$ cat src/rtl/usb_bit_receiver_pkg.sv
// Shared types and constants for the USB receive bit front end.
package usb_bit_receiver_pkg;

  typedef enum logic [1:0] {
    BUS_SE0 = 2'b00,
    BUS_K   = 2'b01,
    BUS_J   = 2'b10,
    BUS_SE1 = 2'b11
  } bus_state_t;

  typedef enum logic [2:0] {
    RX_IDLE,
    RX_SYNC,
    RX_DATA,
    RX_EOP1,
    RX_EOP2,
    RX_ERRWAIT
  } rx_state_t;

  // Bit i is the i-th decoded SYNC bit in bus order (KJKJKJKK -> 0,0,0,0,0,0,0,1).
  localparam logic [7:0] SYNC_PATTERN = 8'b1000_0000;
  localparam int         STUFF_LIMIT  = 6;

  function automatic logic is_data_level(input bus_state_t s);
    return (s == BUS_J) || (s == BUS_K);
  endfunction

endpackage

$ cat src/rtl/usb_nrzi_unstuffer.sv
// NRZI decoder with consecutive-ones tracking, stuff-bit removal and stuff error detection.
module usb_nrzi_unstuffer
  import usb_bit_receiver_pkg::*;
(
  input  logic       clk,
  input  logic       rst_n,
  input  bus_state_t bus,
  input  logic       active,
  output logic       data_bit,
  output logic       bit_valid,
  output logic       stuff_err
);

  bus_state_t prev_level;
  logic [2:0] ones_cnt;
  logic       level_ok;
  logic       stuff_slot;

  assign level_ok   = is_data_level(bus);
  assign data_bit   = (bus == prev_level);
  assign stuff_slot = (ones_cnt == 3'(STUFF_LIMIT));
  assign bit_valid  = active && level_ok && !stuff_slot;
  assign stuff_err  = active && level_ok && stuff_slot && data_bit;

  // NOTE: state registers use non-blocking assignments so every flop samples
  // pre-edge values; blocking here would create order-dependent simulation.
  always_ff @(posedge clk or negedge rst_n) begin
    if (!rst_n) begin
      prev_level <= BUS_J;
      ones_cnt   <= '0;
    end else begin
      if (level_ok) prev_level <= bus;
      if (!active) begin
        ones_cnt <= '0;
      end else if (level_ok) begin
        if (stuff_slot || !data_bit) ones_cnt <= '0;
        else                         ones_cnt <= ones_cnt + 3'd1;
      end
    end
  end

endmodule

$ cat src/rtl/usb_bit_receiver.sv
// USB receive front end: SYNC hunt, byte assembly, EOP framing and error reporting.
// Optional PID check enabled by defining USB_RX_PID_CHECK_EN.
module usb_bit_receiver
  import usb_bit_receiver_pkg::*;
#(
  parameter int MAX_BYTES = 11
) (
  input  logic       clock,
  input  logic       reset_n,
  input  logic       DP_in,
  input  logic       DM_in,
  input  logic       rx_enable,
  output logic [7:0] rx_byte,
  output logic       rx_byte_valid,
  output logic       rx_sop,
  output logic       rx_eop,
  output logic       rx_error,
  output logic       rx_busy
);

  localparam int BCW = $clog2(MAX_BYTES + 1);

  rx_state_t      state, next_state;
  bus_state_t     bus_q;
  logic           data_bit, bit_valid, stuff_err, in_data;
  logic [6:0]     shreg;
  logic [7:0]     assembled;
  logic [2:0]     bit_cnt;
  logic [BCW-1:0] byte_cnt;
  logic [2:0]     sync_idx;
  logic           j_seen;
  logic           pid_bad, pid_err_q;
  logic           take_bit, emit_byte, emit_sop, emit_eop, emit_err;

  assign in_data   = (state == RX_DATA);
  assign assembled = {data_bit, shreg};

`ifdef USB_RX_PID_CHECK_EN
  assign pid_bad = (byte_cnt == '0) && (assembled[7:4] != ~assembled[3:0]);
`else
  assign pid_bad = 1'b0;
`endif

  usb_nrzi_unstuffer u_unstuffer (
    .clk       (clock),
    .rst_n     (reset_n),
    .bus       (bus_q),
    .active    (in_data),
    .data_bit  (data_bit),
    .bit_valid (bit_valid),
    .stuff_err (stuff_err)
  );

  always_ff @(posedge clock or negedge reset_n) begin
    if (!reset_n) begin
      bus_q <= BUS_J;
      state <= RX_IDLE;
    end else begin
      bus_q <= bus_state_t'({DP_in, DM_in});
      state <= next_state;
    end
  end

  // NOTE: every signal driven here gets a default first, so no path can
  // leave one unassigned and infer a latch.
  always_comb begin
    next_state = state;
    take_bit   = 1'b0;
    emit_byte  = 1'b0;
    emit_sop   = 1'b0;
    emit_eop   = 1'b0;
    emit_err   = 1'b0;
    unique case (state)
      RX_IDLE: if (bus_q == BUS_K) next_state = RX_SYNC;
      RX_SYNC: begin
        if (is_data_level(bus_q) && (data_bit == SYNC_PATTERN[sync_idx])) begin
          if (sync_idx == 3'd7) begin
            next_state = RX_DATA;
            emit_sop   = 1'b1;
          end
        end else begin
          next_state = RX_IDLE;
        end
      end
      RX_DATA: begin
        if (pid_err_q || bus_q == BUS_SE1 || stuff_err) begin
          next_state = RX_ERRWAIT;
        end else if (bus_q == BUS_SE0) begin
          next_state = RX_EOP1;
        end else if (bit_valid) begin
          if (bit_cnt == 3'd7 && byte_cnt == BCW'(MAX_BYTES)) begin
            next_state = RX_ERRWAIT;
          end else begin
            take_bit  = 1'b1;
            emit_byte = (bit_cnt == 3'd7);
          end
        end
      end
      RX_EOP1: next_state = (bus_q == BUS_SE0) ? RX_EOP2 : RX_ERRWAIT;
      RX_EOP2: begin
        if (bus_q == BUS_J) begin
          if (bit_cnt == 3'd0 && byte_cnt != '0) begin
            next_state = RX_IDLE;
            emit_eop   = 1'b1;
          end else begin
            next_state = RX_ERRWAIT;
          end
        end else if (bus_q != BUS_SE0) begin
          next_state = RX_ERRWAIT;
        end
      end
      RX_ERRWAIT: if (bus_q == BUS_J && j_seen) next_state = RX_IDLE;
      default: next_state = RX_IDLE;
    endcase
    // Disabling the receiver abandons the packet without any framing pulse.
    if (!rx_enable) begin
      next_state = RX_IDLE;
      take_bit   = 1'b0;
      emit_byte  = 1'b0;
      emit_sop   = 1'b0;
      emit_eop   = 1'b0;
    end
    emit_err = (next_state == RX_ERRWAIT) && (state != RX_ERRWAIT);
  end

  always_ff @(posedge clock or negedge reset_n) begin
    if (!reset_n) begin
      rx_byte       <= '0;
      rx_byte_valid <= 1'b0;
      rx_sop        <= 1'b0;
      rx_eop        <= 1'b0;
      rx_error      <= 1'b0;
      rx_busy       <= 1'b0;
      pid_err_q     <= 1'b0;
      shreg         <= '0;
      bit_cnt       <= '0;
      byte_cnt      <= '0;
      sync_idx      <= 3'd1;
      j_seen        <= 1'b0;
    end else begin
      rx_byte_valid <= emit_byte;
      rx_sop        <= emit_sop;
      rx_eop        <= emit_eop;
      rx_error      <= emit_err;
      rx_busy       <= (next_state != RX_IDLE);
      pid_err_q     <= emit_byte && pid_bad;
      if (emit_byte) rx_byte <= assembled;
      if (state == RX_IDLE || state == RX_SYNC) begin
        bit_cnt  <= '0;
        byte_cnt <= '0;
      end else if (take_bit) begin
        shreg   <= assembled[7:1];
        bit_cnt <= bit_cnt + 3'd1;
        if (bit_cnt == 3'd7) byte_cnt <= byte_cnt + 1'b1;
      end
      sync_idx <= (state == RX_SYNC) ? sync_idx + 3'd1 : 3'd1;
      j_seen   <= (state == RX_ERRWAIT) && (bus_q == BUS_J);
    end
  end

endmodule

$ cat config.mk
export PLATFORM = sky130hd
export DESIGN_NAME = usb_bit_receiver
export DESIGN_NICKNAME = d
export VERILOG_FILES = /design/src/rtl/usb_bit_receiver_pkg.sv /design/src/rtl/usb_nrzi_unstuffer.sv /design/src/rtl/usb_bit_receiver.sv
export SDC_FILE = /design/constraint.sdc
export NUM_CORES = 1
export LEC_CHECK = 0
export ABC_CLOCK_PERIOD_IN_PS = 2450
export BUFFER_PORTS_ARGS = -buffer_cell sky130_fd_sc_hd__buf_2
export CAP_MARGIN = 10
export CORE_MARGIN = 2
export CORE_UTILIZATION = 40
export DETAILED_ROUTE_END_ITERATION = 10
export GPL_TIMING_DRIVEN = 0
export SLEW_MARGIN = 20
export SYNTH_ARGS = -nofsm -noshare
export SYNTH_HDL_FRONTEND = slang
export SYNTH_SLANG_ARGS = --single-unit
$ cat constraint.sdc
create_clock -name clock -period 2.45 [get_ports clock]
set_input_delay 0 -clock clock [delete_from_list [all_inputs] [get_ports clock]]
set_output_delay 0 -clock clock [all_outputs]
set_load 0.005 [all_outputs]
* Word level (Yosys, flattened, before mapping) *
Memory sizes are Yosys's and may differ from the RTL's.
Index checks and enable logic that the tools add are counted.
W data, S select, Z words.

word-level totals
  ROM bits = 8
  logic and storage cells = 109
  memories kept = 1
  register bits after elaboration = 41

memory list
  name             depth  bits a word  rd ports  clocked after Yosys merged registers in  write ports  RTL line                RTL
  (no name shown)  8      1            1         0                                        0            usb_bit_receiver.sv:76  if (is_data_level(bus_q) && (data_bit == SYNC_PATTERN[sync_idx])) begin

operators by class
  mux-type cells = 44
  bitwise logic cells = 1
  magnitude comparators = 1
  reductions and logical operators = 26
  eq/ne operators = 17
  add/sub/neg operators = 4

operators with widths
  operator               count
  $mux W3                18
  $mux W1                22
  $eq A3 B3 Y1 const B   6
  $pmux W3 S6            1
  $mux W4                3
  $logic_and A1 B1 Y1    10
  $add A3 B1 Y3 const B  3
  $eq A3 B2 Y1 const B   2
  $logic_not A3 Y1       2
  $reduce_bool A2 Y1     3
  $add A4 B1 Y4 const B  1
  $eq A2 B2 Y1 const B   2
  $eq A4 B4 Y1 const B   1
  $logic_or A1 B1 Y1     4
  $lt A3 B4 Y1 const B   1
  $reduce_and A2 Y1      2
  $reduce_bool A4 Y1     1
  $eq A3 B1 Y1 const B   1
  $ne A3 B3 Y1 const B   1
  $reduce_bool A3 Y1     1
  $eq A2 B1 Y1 const B   1
  $eq A2 B2 Y1           1
  $logic_not A1 Y1       2
  $logic_not A2 Y1       1
  other kinds (3)        3

* Logic depth before layout (Yosys ltp) *
  depth after elaboration = 11
  mapped depth = 9
  gate-level depth less buffers = 7

* Modules after synthesis *
Synthesis repeated with hierarchy kept, for this count alone.

unflattened totals
  cells, all modules = 201
  area, all modules = 2118.3 µm²

by module, submodules not included
  module              instances  area each (µm²)  cells an instance
  usb_bit_receiver    1          1739.2           162
  usb_nrzi_unstuffer  1          379.1            39

* Worst setup path before layout *
OpenSTA, ideal clock, no wires.

  path kind = register to register
  start = register bus_q[1]
  end = register shreg[0]
  stages on the path, launching flop included = 9
  path slack = 0.318 ns
  required time = 2.325 ns
  arrival time = 2.006 ns
  path through = dfstp_2 > inv_1 > ha_1 > and4bb_1 > nand4_2 > or2_1 > buf_6 > buf_8 > mux2_4

between the ends
  cells in the longest elaborated chain, start to end = 10
  elaborated cells on any way between the ends = 17

RTL lines
  what                                            RTL line                                            RTL
  start: declaration                              usb_bit_receiver.sv:24                              bus_state_t bus_q;
  start signal: assignment                        usb_bit_receiver.sv:59                              bus_q <= bus_state_t'({DP_in, DM_in});
  $eq A2 B2 Y1 or $eq A2 B1 Y1 (tied branches)    usb_bit_receiver_pkg.sv:25                          return (s == BUS_J) || (s == BUS_K);
  $logic_or A1 B1 Y1                              usb_bit_receiver_pkg.sv:25
  $logic_and A1 B1 Y1                             usb_nrzi_unstuffer.sv:22, usb_nrzi_unstuffer.sv:23
  $logic_and A1 B1 Y1, on equally long branches   usb_nrzi_unstuffer.sv:22, usb_nrzi_unstuffer.sv:23
  $mux W1 or $logic_and A1 B1 Y1 (tied branches)  usb_bit_receiver.sv:90, usb_nrzi_unstuffer.sv:23
  $mux W1 or $logic_or A1 B1 Y1 (tied branches)   usb_bit_receiver.sv:88, usb_bit_receiver.sv:86
  $mux W1 *                                       usb_bit_receiver.sv:86                              if (pid_err_q || bus_q == BUS_SE1 || stuff_err) begin
  $mux W1 *                                       usb_bit_receiver.sv:73                              unique case (state)
  $mux W1 *                                       usb_bit_receiver.sv:116                             if (!rx_enable) begin
  $reduce_and A2 Y1 (no line) *                   --
  end signal: assignment                          usb_bit_receiver.sv:152                             shreg <= assembled[7:1];
  end: declaration                                usb_bit_receiver.sv:26                              logic [6:0] shreg;

Mark *: on every way between the ends. The rest lies on a longest branch, timed or not.
A chain may end at the register's enable or synchronous reset.

* Worst setup path after layout *
  start = register bus_q[1]
  end = register shreg[1]

The elaborated chain is that of the path after synthesis.

==> flow_summary.ini <==
[logic_synthesis]
synth_edf_count = 0
ys_warn_count = 0
yosys-top-cells-area = dfrtp_1 48%, ha_1 8.1%, mux2_2 7.9%
synth_seq_cells = 41
yosysSeqAreaShare_pct = 51.47
yosys.area.top_type = dfrtp_1
synth_cell_types = 45
async_flop_share_pct = 100.0
synthFlopType = dfrtp_1
netlist_area_mm2 = 0.002001
synthCells = 173
synth.top_cell.area_share_pct = 47.53
syn_avg_cell_area_um2 = 11.56
synth_fp_nets = 191

[power_and_ir_drop]
total_power_uw = 1349
ir_drop_v = 0.0002935
net-switching-power_uw = 292.2
clkPwrFrac_pct = 41.8
intPower_uw = 1057
comb_power_share_pct = 6.4
p_leak_uw = 0.001128
p_sw_share_pct = 21.66
p_seq_share_pct = 51.8
pwr_density_cell_mw_per_mm2 = 574.4

[layout]
stdcell_count = 269
final_nets = 219
drive_gt1_share_pct = 27.72
final_cell_area_mm2 = 0.002349
syn_to_final_growth_pct = 17.39
diodes = 0

[sta]
fmax_mhz = 436.0
finalSetupTns_ns = 0
clock_skew_ns = 0.01191
worst_pin_slew_ns = 0.8953
finalHoldViolCount = 0
report.final.slew_viol_count = 0
timing.final.crit_period_ns = 2.294
setup_viol = 0
max-slew-margin-rel_pct = 40.32
period_share_pct = 93.63
rsz0062_at_grt = no

[detailed_routing]
drtAntennaViolNets = 0
via_count = 1372
viasPerCell = 5.100
initialDrtViolationCount = 49
drcViolationCount = 0
firstDrtPassIters = 4
wirelength_mm = 3.574
routedWlPerCell_um = 13.29

[place]
finalWeightedCongestion = 0.7450
hpwl_mm = 2.559
dp_cells = 257
portBuffers = 17
dpl_cell_area_mm2 = 0.002170

[worst_setup_path]
crit_chain = inv_1 -> ha_1 -> and4bb_1 -> nand4_4 -> or2_1 -> buf_6 -> buf_8 -> mux2_4
start_kind = flip-flop
cp.required_ns = 2.64
crit_fanout = 10
crit_type = reg -> reg
crit_path_start = bus_q[1]
cpLargestDelayFamily = simple AND/OR/NAND/NOR gates
cp-end-kind = flip-flop
crit_buf_inv = 3
cp_slowest_stage_delay_ns = 0.58
worst_ep_arrival_time_ns = 2.48
r2r_start = bus_q[1]
critPathSlowestCell = dfstp_2

[clock_tree]
cts_buffers = 5
clock_path_buffers = 2
path_clk_slew_ns = 0.08
htreeDepth = 2
cts_tree = yes
clkLatencyLatePin_ns = 0.30
cts_sinks = 41
cts_root_buffer = clkbuf_8

[floorplanning]
dieHeight_um = 74.72
core_mm2 = 0.004786
io_pins = 18
core.rowCount = 25
initial_core_util_pct = 41.80
fp.dieW_um = 74.72
dieArea_mm2 = 0.005583

[flow_run]
drv_cap = 0

[min_path]
hold_class = in -> async

[grt]
antenna_found_initial = 0
first_global_vias = 1399
grt_start_max_net_pins = 42
grt_usage_pct = 14.87
grt_pass1_wl_mm = 6.299
overflow = 0

[outcome]
status = finished clean
==> state kept, by name, indices dropped and copies added (netlist names) <==
name                    count
rx_eop                      1
state                       3
rx_busy                     1
rx_error                    1
u_unstuffer.ones_cnt        3
rx_sop                      1
u_unstuffer.prev_level      2
shreg                       7
j_seen                      1
byte_cnt                    4
sync_idx                    3
rx_byte                     8
rx_byte_valid               1
bus_q                       2
bit_cnt                     3
==> per-layer routing <==
metal	vias up	track usage, %	routed length (um)
met5	-	0	0
li1	660	-	-
met4	0	7.738	94
met1	685	19.19	1594
met3	12	2.945	75
met2	15	23.80	1809
==> layout by cell type (no fill, tap or decap), types with 4 or more instances in the layout <==
master,synthesis,routed
ha_1,13,13
and2_1,4,4
inv_1,11,11
dfrtp_1,38,38
mux2_2,14,14
clkbuf_8,0,6
nand3_1,7,7
buf_2,1,17
nor2_1,8,7
o21ai_0,7,7
a21oi_1,4,4
xnor2_1,5,5
nand2_1,12,12
dlygate4sd3_1,0,4
==> worst reg2reg max path: stages, from the launching register on <==
cell and delay [ns]:
dfstp_2 0.58, inv_1 0.07, ha_1 0.30, and4bb_1 0.27, nand4_4 0.16, or2_1 0.26, buf_6 0.14, buf_8 0.13
mux2_4 0.29
==> power groups by stage <==
stage	Clock [uW]	Combinational, uW	Sequential (uW)
2_1_floorplan	0	51.2	710
3_3_place_gp	0	78.9	711
3_5_place_dp	0	81.2	712
4_1_cts	578	86.1	698
5_1_grt	603	98.1	700
6_report	564	86.6	698
==> area by class of cell <==
type | count | area [um2]
Buffer | 6 | 52.55
Clock buffer | 6 | 82.58
Clock inverter | 2 | 37.54
Fill cell | 445 | 2437
Inverter | 11 | 41.29
Multi-Input combinational cell | 115 | 895.9
Sequential cell | 41 | 1030
Tap cell | 67 | 83.83
Timing Repair Buffer | 21 | 125.1
==> per-stage QoR <==
stage | hold slack [ns] | worst slack [ns] | util [%]
final | 0.3567 | 0.1562 | 49.07
after global placement | 0.1053 | 0.1685 | 45.33
after floorplan | -0.2956 | 0.3184 | -
after detailed placement | 0.1069 | 0.1208 | 45.33
after global routing | 0.3537 | 0.02134 | 49.07
after CTS | 0.3401 | 0.1213 | 48.68
==> synth_stat cells, types with 2 or more instances <==
cell	count
nand4b_1	2
nand3_1	7
nor3b_1	3
nand2b_1	3
and3_1	2
or2_2	2
mux2_2	14
nand3b_1	2
inv_1	11
dfrtp_1	38
nand2_1	12
a21oi_1	4
nor3_1	4
xnor2_1	5
buf_4	2
o211ai_1	2
nor2_1	8
mux2_4	2
o21ai_0	7
dfstp_2	3
and2_1	4
ha_1	13
==> worst paths after layout <==
check	cells after the start	slack [ns]	end
worst max-delay path	8	0.16	shreg[1]
worst min-delay path	2	0.36	sync_idx[1]
worst max register to register	8	0.16	shreg[1]
worst min register to register	1	0.45	sync_idx[0]
max in group asynchronous	2	1.52	sync_idx[2]
min in group clock	2	0.36	bus_q[0]
==> cell families after synthesis <==
family | Yosys count | synth area share (%)
muxes | 16 | 9.381
AOI/OAI and AO/OA | 21 | 6.442
adders and majority gates | 13 | 8.130
DFF | 41 | 51.47
and+or+nand+nor | 60 | 17.82
buffers and inverters | 17 | 4.564
xor gates and xnor gates | 5 | 2.189
==> repair_timing <==
action | in CTS | in global routing
hold buffers | 4 | 0
endpoints found under the setup margin | 0 | 9
hold endpoints to repair | 42 | 0
resized for setup | 0 | 4
setup buffers | 0 | 0
(Power assumes the default switching activity.)
